## src/rtl/mopshub_ctrl_pkg.sv

```systemverilog
// Shared types and constants for the MOPSHUB start-up sequencer.
package mopshub_ctrl_pkg;

  localparam int unsigned BUS_IDX_W               = 5;
  localparam int unsigned NUM_BUSES               = 32;
  localparam int unsigned DEF_RST_BUS_CYCLES      = 8;
  localparam int unsigned DEF_POWER_WAIT_CYCLES   = 16;
  localparam int unsigned DEF_TRIM_TIMEOUT_CYCLES = 4096;

  typedef enum logic [2:0] {
    IDLE,
    INIT,
    POWER,
    TRIM,
    NEXT,
    DONE,
    SIGN_ON,
    READY
  } ctrl_state_e;

  // A wait of N cycles loads N-1; a zero-cycle wait still occupies one cycle.
  function automatic int unsigned wait_load(input int unsigned cycles);
    return (cycles == 0) ? 0 : cycles - 1;
  endfunction

  function automatic int unsigned cnt_width(input int unsigned a,
                                            input int unsigned b,
                                            input int unsigned c);
    int unsigned m;
    m = (a > b) ? a : b;
    m = (m > c) ? m : c;
    return (m < 2) ? 1 : $clog2(m);
  endfunction

endpackage

```

## src/rtl/mopshub_wait_timer.sv

```systemverilog
// Loadable down-counter; expires at zero or when forced.
module mopshub_wait_timer #(
  parameter int unsigned CNT_W = 4
) (
  input  logic             clk,
  input  logic             rst,
  input  logic             i_load,
  input  logic [CNT_W-1:0] i_load_val,
  input  logic             i_force,
  output logic             o_expire_c
);

  logic [CNT_W-1:0] r_cnt;

  always_ff @(posedge clk or negedge rst) begin
    if (!rst) begin
      r_cnt <= '0;
    end else if (i_load) begin
      r_cnt <= i_load_val;
    end else if (r_cnt != '0) begin
      r_cnt <= r_cnt - CNT_W'(1);
    end
  end

  assign o_expire_c = (r_cnt == '0) || i_force;

endmodule

```

## src/rtl/mopshub_top_ctrl.sv

```systemverilog
// MOPSHUB start-up sequencer: bus reset, per-bus power/trim, sign-on.
// Optional macro MOPSHUB_TRIM_TIMEOUT_EN adds a trim timeout and trim_fail_mask.
module mopshub_top_ctrl
  import mopshub_ctrl_pkg::*;
#(
  parameter int unsigned RST_BUS_CYCLES      = DEF_RST_BUS_CYCLES,
  parameter int unsigned POWER_WAIT_CYCLES   = DEF_POWER_WAIT_CYCLES,
  parameter int unsigned TRIM_TIMEOUT_CYCLES = DEF_TRIM_TIMEOUT_CYCLES
) (
  input  logic                 clk,
  input  logic                 rst,
  input  logic [BUS_IDX_W-1:0] n_buses,
  input  logic                 osc_auto_trim_mopshub,
  input  logic                 trim_ack_in,
  input  logic                 endwait_all,
  output logic                 rst_bus,
  output logic                 start_init,
  output logic                 end_init,
  output logic                 power_bus_en,
  output logic [BUS_IDX_W-1:0] power_bus_cnt,
  output logic                 start_trim_ack,
  output logic                 end_trim_bus,
  output logic                 ext_counter_gen,
  output logic                 end_power_init,
  output logic                 sign_on_sig
`ifdef MOPSHUB_TRIM_TIMEOUT_EN
  ,
  output logic [NUM_BUSES-1:0] trim_fail_mask
`endif
);

  localparam int unsigned CNT_W = cnt_width(RST_BUS_CYCLES, POWER_WAIT_CYCLES,
                                            TRIM_TIMEOUT_CYCLES);
  localparam logic [CNT_W-1:0] LD_RST  = CNT_W'(wait_load(RST_BUS_CYCLES));
  localparam logic [CNT_W-1:0] LD_PWR  = CNT_W'(wait_load(POWER_WAIT_CYCLES));
  localparam logic [CNT_W-1:0] LD_TRIM = CNT_W'(wait_load(TRIM_TIMEOUT_CYCLES));

  ctrl_state_e      r_state;
  logic             w_wait_done;
  logic             w_tmr_load;
  logic [CNT_W-1:0] w_tmr_val;
  logic             w_tmr_force;
  logic             w_trim_done;

  // Timer is reloaded on the edge that enters each waiting state.
  always_comb begin
    w_tmr_load = 1'b0;
    w_tmr_val  = LD_PWR;
    case (r_state)
      IDLE: begin
        w_tmr_load = 1'b1;
        w_tmr_val  = LD_RST;
      end
      INIT: begin
        w_tmr_load = w_wait_done;
        w_tmr_val  = LD_PWR;
      end
      POWER: begin
        w_tmr_load = w_wait_done;
        w_tmr_val  = LD_TRIM;
      end
      NEXT: begin
        w_tmr_load = 1'b1;
        w_tmr_val  = LD_PWR;
      end
      default: begin
        w_tmr_load = 1'b0;
      end
    endcase
  end

  assign w_tmr_force = endwait_all && ((r_state == INIT) || (r_state == POWER));

`ifdef MOPSHUB_TRIM_TIMEOUT_EN
  assign w_trim_done = trim_ack_in || endwait_all || w_wait_done;
`else
  assign w_trim_done = trim_ack_in || endwait_all;
`endif

  mopshub_wait_timer #(
    .CNT_W (CNT_W)
  ) u_wait_timer (
    .clk        (clk),
    .rst        (rst),
    .i_load     (w_tmr_load),
    .i_load_val (w_tmr_val),
    .i_force    (w_tmr_force),
    .o_expire_c (w_wait_done)
  );

  always_ff @(posedge clk or negedge rst) begin
    if (!rst) begin
      r_state         <= IDLE;
      rst_bus         <= 1'b0;
      start_init      <= 1'b0;
      end_init        <= 1'b0;
      power_bus_en    <= 1'b0;
      power_bus_cnt   <= '0;
      start_trim_ack  <= 1'b0;
      end_trim_bus    <= 1'b0;
      ext_counter_gen <= 1'b0;
      end_power_init  <= 1'b0;
      sign_on_sig     <= 1'b0;
`ifdef MOPSHUB_TRIM_TIMEOUT_EN
      trim_fail_mask  <= '0;
`endif
    end else begin
      start_init      <= 1'b0;
      end_init        <= 1'b0;
      start_trim_ack  <= 1'b0;
      end_trim_bus    <= 1'b0;
      ext_counter_gen <= 1'b0;
      end_power_init  <= 1'b0;
      sign_on_sig     <= 1'b0;
      case (r_state)
        IDLE: begin
          r_state    <= INIT;
          start_init <= 1'b1;
          rst_bus    <= 1'b1;
        end
        INIT: begin
          if (w_wait_done) begin
            r_state       <= POWER;
            rst_bus       <= 1'b0;
            power_bus_cnt <= '0;
            power_bus_en  <= 1'b1;
          end
        end
        POWER: begin
          if (w_wait_done) begin
            if (osc_auto_trim_mopshub) begin
              r_state        <= TRIM;
              start_trim_ack <= 1'b1;
            end else begin
              r_state         <= NEXT;
              power_bus_en    <= 1'b0;
              ext_counter_gen <= 1'b1;
            end
          end
        end
        TRIM: begin
          if (w_trim_done) begin
            r_state         <= NEXT;
            end_trim_bus    <= 1'b1;
            power_bus_en    <= 1'b0;
            ext_counter_gen <= 1'b1;
`ifdef MOPSHUB_TRIM_TIMEOUT_EN
            if (w_wait_done && !trim_ack_in) begin
              trim_fail_mask[power_bus_cnt] <= 1'b1;
            end
`endif
          end
        end
        NEXT: begin
          // >= keeps the index from running past a lowered n_buses.
          if (power_bus_cnt >= n_buses) begin
            r_state        <= DONE;
            end_power_init <= 1'b1;
          end else begin
            r_state       <= POWER;
            power_bus_cnt <= power_bus_cnt + BUS_IDX_W'(1);
            power_bus_en  <= 1'b1;
          end
        end
        DONE: begin
          r_state  <= SIGN_ON;
          end_init <= 1'b1;
        end
        SIGN_ON: begin
          r_state     <= READY;
          sign_on_sig <= 1'b1;
        end
        READY: begin
          r_state <= READY;
        end
        default: begin
          r_state <= IDLE;
        end
      endcase
    end
  end

endmodule

```

## config.mk

```make
export PLATFORM = sky130hd
export DESIGN_NAME = mopshub_top_ctrl
export DESIGN_NICKNAME = d
export VERILOG_FILES = /design/src/rtl/mopshub_ctrl_pkg.sv /design/src/rtl/mopshub_wait_timer.sv /design/src/rtl/mopshub_top_ctrl.sv
export SDC_FILE = /design/constraint.sdc
export NUM_CORES = 1
export LEC_CHECK = 0
export ABC_AREA = 0
export BUFFER_PORTS_ARGS = -buffer_cell sky130_fd_sc_hd__clkbuf_2
export CORE_ASPECT_RATIO = 1.25
export CORE_MARGIN = 1.5
export CORE_UTILIZATION = 25
export CTS_BUF_LIST = sky130_fd_sc_hd__clkbuf_4 sky130_fd_sc_hd__clkbuf_8 sky130_fd_sc_hd__clkbuf_16
export DETAILED_ROUTE_END_ITERATION = 8
export PLACE_DENSITY = 0.37
export SYNTH_ARGS = -nofsm -noshare
export SYNTH_HDL_FRONTEND = slang
export SYNTH_SLANG_ARGS = --single-unit
```

## constraint.sdc

```tcl
create_clock -name clk -period 2.05 [get_ports clk]
set_clock_uncertainty 0.05 [all_clocks]
set_input_delay 0.205 -clock clk [delete_from_list [all_inputs] [get_ports clk]]
set_output_delay 0.205 -clock clk [all_outputs]
set_load 0.02 [all_outputs]
```

; After elaboration in Yosys (flattened, before gate mapping)
; Cells that the tools add are included.
[op_classes]
add_sub_neg = 2
order_cmp = 1
n_eq_ne = 12
mux = 34
reduce_logical = 18
[op_table]
columns = op, count
row1 = $mux W12, 2
row2 = $pmux W12 S2, 1
row3 = $pmux W3 S7, 1
row4 = $mux W1, 18
row5 = $mux W3, 5
row6 = $eq A3 B3 Y1 const B, 4
row7 = $logic_not A12 Y1, 1
row8 = $reduce_bool A12 Y1, 1
row9 = $sub A12 B1 Y12 const B, 1
row10 = $mux W5, 2
row11 = $pmux W5 S2, 1
row12 = $eq A3 B2 Y1 const B, 2
row13 = $ne A2 B2 Y1 const B, 3
row14 = $pmux W1 S2, 3
row15 = $reduce_and A3 Y1, 2
row16 = $reduce_and A6 Y1, 1
row17 = $reduce_bool A2 Y1, 3
row18 = $reduce_or A2 Y1, 3
row19 = $add A5 B1 Y5 const B, 1
row20 = $ge A5 B5 Y1, 1
row21 = $ne A2 B1 Y1 const B, 2
row22 = $pmux W1 S4, 1
row23 = $reduce_bool A4 Y1, 1
row24 = $eq A3 B1 Y1 const B, 1
row25 = other kinds (4), 6
[totals]
regBits = 29
inputBits = 10
out_inout_bits = 14
wordCells = 79

; Depth between registers and ports, before layout
[depth]
word_depth = 6
depth_mapped = 7
mapped_depth_nobuf = 7

; Cells and area by module
; Synthesis repeated with hierarchy kept, for this count alone.
[unflattened]
hier_cells = 170
hier_area_um2 = 1650.3
[modules_own_cells]
columns = mod, n_inst, cells_each, area_per_inst_um2, seq_area_each_um2
row1 = mopshub_top_ctrl, 1, 92, 884.6, 425.4
row2 = mopshub_wait_timer, 1, 78, 765.7, 300.3

; Worst setup path after synthesis
; Ideal clock, no wire load.
[synth_path]
kind = register -> register
from = reg power_bus_cnt[0]
to = reg power_bus_cnt[3]
setup_time_ns = 0.136
arrival_time_ns = 1.797
required_time_ns = 1.864
setup_slack_ns = 0.067
path_stages_with_launch = 8
n_path_buf = 0
period_less_slack_ns = 1.983
cell_sequence = dfrtp_1 > inv_1 > ha_1 > nor2b_1 > o21ai_1 > a311oi_2 > nand4_1 > mux2i_1
[synth_between]
elab_chain_len = 3
word_cells_on_any_way = 6
cone_classes = add/sub: 1 / order compare: 1 / eq/ne: 1 / mux: 2 / reduce/logical: 1
[synth_rtl]
columns = item, line
row1 = "start, declared", mopshub_top_ctrl.sv:20  ; output logic [BUS_IDX_W-1:0] power_bus_cnt,
row2 = "start signal, assigned", mopshub_top_ctrl.sv:161  ; power_bus_cnt <= power_bus_cnt + BUS_IDX_W'(1);
row3 = $add A5 B1 Y5 / $ge A5 B5 Y1 (equally long branches), "mopshub_top_ctrl.sv:161, mopshub_top_ctrl.sv:156"
row4 = $mux W5 / $ne A2 B2 Y1 (equally long branches), --
row5 = $pmux W5 S2 / $reduce_and A3 Y1 (equally long branches), --
; Several ways; a longest one is shown, not always the timed one. The select of a mux whose other input is x is not followed.
; A chain may end at the register's enable or synchronous reset.

; Final worst setup path
[layout_path]
from = reg u_wait_timer.r_cnt[0]
to = reg power_bus_en
[layout_between]
elab_chain_len = 4
word_cells_on_any_way = 5
cone_classes = eq/ne: 2 / reduce/logical: 3
[layout_rtl]
columns = item, line
row1 = "start, declared", mopshub_wait_timer.sv:13  ; logic [CNT_W-1:0] r_cnt;
row2 = "start signal, assigned", mopshub_wait_timer.sv:19  ; r_cnt <= i_load_val;
row3 = "start signal, assigned", mopshub_wait_timer.sv:21  ; r_cnt <= r_cnt - CNT_W'(1);
row4 = $logic_not A12 Y1 *, mopshub_wait_timer.sv:25  ; assign o_expire_c = (r_cnt == '0) || i_force;
row5 = $logic_or A1 B1 Y1 *, mopshub_wait_timer.sv:25
row6 = $ne A2 B1 Y1 (no line), --
row7 = $reduce_and A6 Y1 (no line) *, --
row8 = "end signal, assigned", mopshub_top_ctrl.sv:97  ; power_bus_en <= 1'b0;
row9 = "end signal, assigned", mopshub_top_ctrl.sv:126  ; power_bus_en <= 1'b1;
row10 = "end signal, assigned", mopshub_top_ctrl.sv:136  ; power_bus_en <= 1'b0;
row11 = "end, declared", mopshub_top_ctrl.sv:19  ; output logic power_bus_en,
; Mark *: on every way between the ends. The rest lies on a longest branch, timed or not.

==> results.cfg <==
[run_status]
status = completed

[clocking]
cts_num_sinks = 29
max-clock-path-buffers = 2
h-tree-depth = 2
clkLatencyLatePin_ps = 280
cts_tree = built
clk_pin_slew_worst_paths_ps = 60
cts_buffers = 5
cts_setup_buffers = 0
cts_root_buf = clkbuf_8

[sta]
hold_violations = 0
setup_viol = 0
tightestPinTransition_ps = 755
min_period_ps = 1910
slew_viol_final = 0
hold_slack_ps = 149
slew_headroom_pct = 49.7
fin_crit_sh_pct = 92.9
fmaxAchievable_mhz = 525
tns_ps = 0
rsz0062_at_grt = no

[synthesis]
synthesis.nets = 187
ys_seq_area_share_pct = 44.2
synth_seq_cells = 29
synth_common_cells = dfrtp_1 (29), nand2_1 (24), nor2_1 (13)
ys.flop_type = dfrtp_1
yosysTopAreaCellShare_pct = 44.2
syn_avg_cell_area_um2 = 9.71
yosysWarnings = 0
synth_edf_count = 0
synth_area_mm2 = 0.00164
syn-instance-count = 169
synthTopCellsByArea = dfrtp_1 (44%), ha_1 (6.1%), nand2_1 (5.5%)
synth_area_leader_cell = dfrtp_1
synth.distinct_cells = 45
yosysMostFrequentCell = dfrtp_1
synthArstFlopShare_pct = 100

[floorplan]
dieArea_mm2 = 0.00706
ios = 24
fp.dieW_um = 75.5
row_count = 32
initial_utilization_pct = 26.3
die_h_um = 93.6
coreArea_mm2 = 0.00625

[critical_path]
cp_max_fo = 4
crit_family = compound AO/OA/AOI/OAI gates
setup.worst_path.start_class = register
reg2reg_from = u_wait_timer.r_cnt[0]
max_stage_delay_ps = 390
required_ps = 2160
criticalPathCategory = reg2reg
crit_buf_inv = 1
r2r_slack_ps = 140
path_cells = inv_1 > ha_1 > nor4b_4 > and3_4 > o41ai_2 > o21bai_1 > a21oi_1
arrival_ps = 2020
ff2ff_path_depth = 7
endpoint_kind = register
cp_slowest_cell = o41ai_2
r2r_end = power_bus_en

[routing]
drtAntennaViolNets = 0
via_per_inst = 4.54
drc = 0
dr.pass1.iters = 4
drt_iter0_markers = 57
drt-total-wl_um = 3860
via_count = 1318
wl_per_cell_um = 13.3

[worst_hold_path]
hold_start = osc_auto_trim_mopshub
hold-path-endpoint = start_trim_ack
hold_path.class = in2reg
min_path_cells = 3

[power]
power_density_mw_per_mm2 = 1400
irDropWorstVdd_mv = 0.492
power.leakage_nw = 0.990

[job]
cap_violations = 0

[layout]
regArea_um2 = 726
layout-drive-gt1-share_pct = 25.9
fillerInstances = 677
nNetsFinal = 222
multi_input_area_um2 = 850
n_antenna_cell = 0
syn2layout_area_growth_pct = 23.2

[global_routing]
antenna_found_initial = 0
grt_pass1_vias = 1334
grt_pass1_wl_um = 6580
grt_max_degree = 30
grt_use_total_pct = 12.4
overflow = 0

[placed_design]
hpwl_um = 2940
globalplace.congestion = 0.774
port_buffers = 23
[worst max path at each step]
stage                     startpoint                     to  slack, ps  cells after the start
3_3_place_gp        power_bus_cnt[4]       power_bus_cnt[3]        140                      7
2_1_floorplan       power_bus_cnt[0]       power_bus_cnt[3]         70                      7
3_5_place_dp        power_bus_cnt[4]       power_bus_cnt[3]        110                      7
5_1_grt        u_wait_timer.r_cnt[0]  u_wait_timer.r_cnt[2]          4                      7
6_report       u_wait_timer.r_cnt[0]           power_bus_en        140                      7
4_1_cts             power_bus_cnt[4]       power_bus_cnt[3]         90                      7
[timing repair]
action,in CTS,in global routing
gates resized for setup,0,1
hold buffers,1,0
endpoints found under the hold margin,29,0
setup endpoints to repair,0,1
[state kept, by name, summed over array words and instances (netlist names)]
name                flops
power_bus_en            1
rst_bus                 1
end_trim_bus            1
start_trim_ack          1
r_state                 3
ext_counter_gen         1
power_bus_cnt           5
start_init              1
u_wait_timer.r_cnt     12
sign_on_sig             1
end_power_init          1
end_init                1
[final cells by class]
cell class | instances | share of cell area, %
Clock buffer | 7 | 4.77
Clock inverter | 1 | 0.248
Inverter | 12 | 2.23
Multi-Input combinational cell | 123 | 42.0
Sequential cell | 29 | 35.9
Tap cell | 85 | 5.26
Timing Repair Buffer | 33 | 9.54
[through the flow]
| stage | power (mW) | utilization, % | setup slack, ps | instances | instance area, um2 |
|---|---|---|---|---|---|
| finish | 2.83 | 32.4 | 145 | 290 | 2020 |
| detailed placement | 2.33 | 30.5 | 115 | 281 | 1910 |
| global route | 3.06 | 32.4 | 4.12 | 290 | 2020 |
| CTS | 2.88 | 32.3 | 90.6 | 290 | 2020 |
| floorplan | 1.89 | - | 67.2 | 169 | 1640 |
| global placement | 2.31 | 30.5 | 137 | 281 | 1910 |
[report_power, final]
part           internal (mW)  total, mW  leakage [nW]  switching [mW]
clock network          0.303      0.527        0.0542           0.224
logic                  0.558       1.38         0.567           0.822
registers              0.765      0.925         0.368           0.160
total                   1.63       2.83         0.990            1.21
[cell families after synthesis]
group | synth area share (%)
AO/OA/AOI/OAI | 13.7
buffers and inverters | 4.19
adder cells (fa/ha/maj) | 6.10
multiplexers | 2.44
flip-flops | 44.2
AND/OR/NAND/NOR | 24.0
XOR/XNOR | 5.34
[routing by layer]
metal,up-vias,routed length [um],global-route usage [%]
met1,624,1720,15.2
met3,8,137,3.02
met2,35,1930,20.3
met4,0,78,4.91
li1,651,-,-
met5,-,0,0
[worst reg2reg max path: stages (launching register included)]
cell and delay [ps]:
dfrtp_1 370, inv_1 90, ha_1 210, nor4b_4 140, and3_4 220, o41ai_2 400, o21bai_1 210, a21oi_1 100
[cell usage in the layout, fill, tap and decap left out, types with 2 or more instances in the layout]
cell,netlist,layout
xnor2_1,8,8
nand4_1,3,3
a21oi_1,5,4
o22ai_1,2,2
xor2_1,2,2
nor3_1,3,3
nand3_1,3,3
or2_1,2,2
buf_4,1,9
nor2_1,13,13
nand2_1,24,24
inv_1,11,11
o21ai_0,2,2
ha_1,8,8
mux2i_1,4,4
and3_4,2,2
clkbuf_2,0,23
clkbuf_8,0,7
o21ai_1,12,12
dfrtp_1,29,29
nand2b_1,2,2
nor2b_1,6,6
No activity file was read; power rests on OpenSTA's default activity.
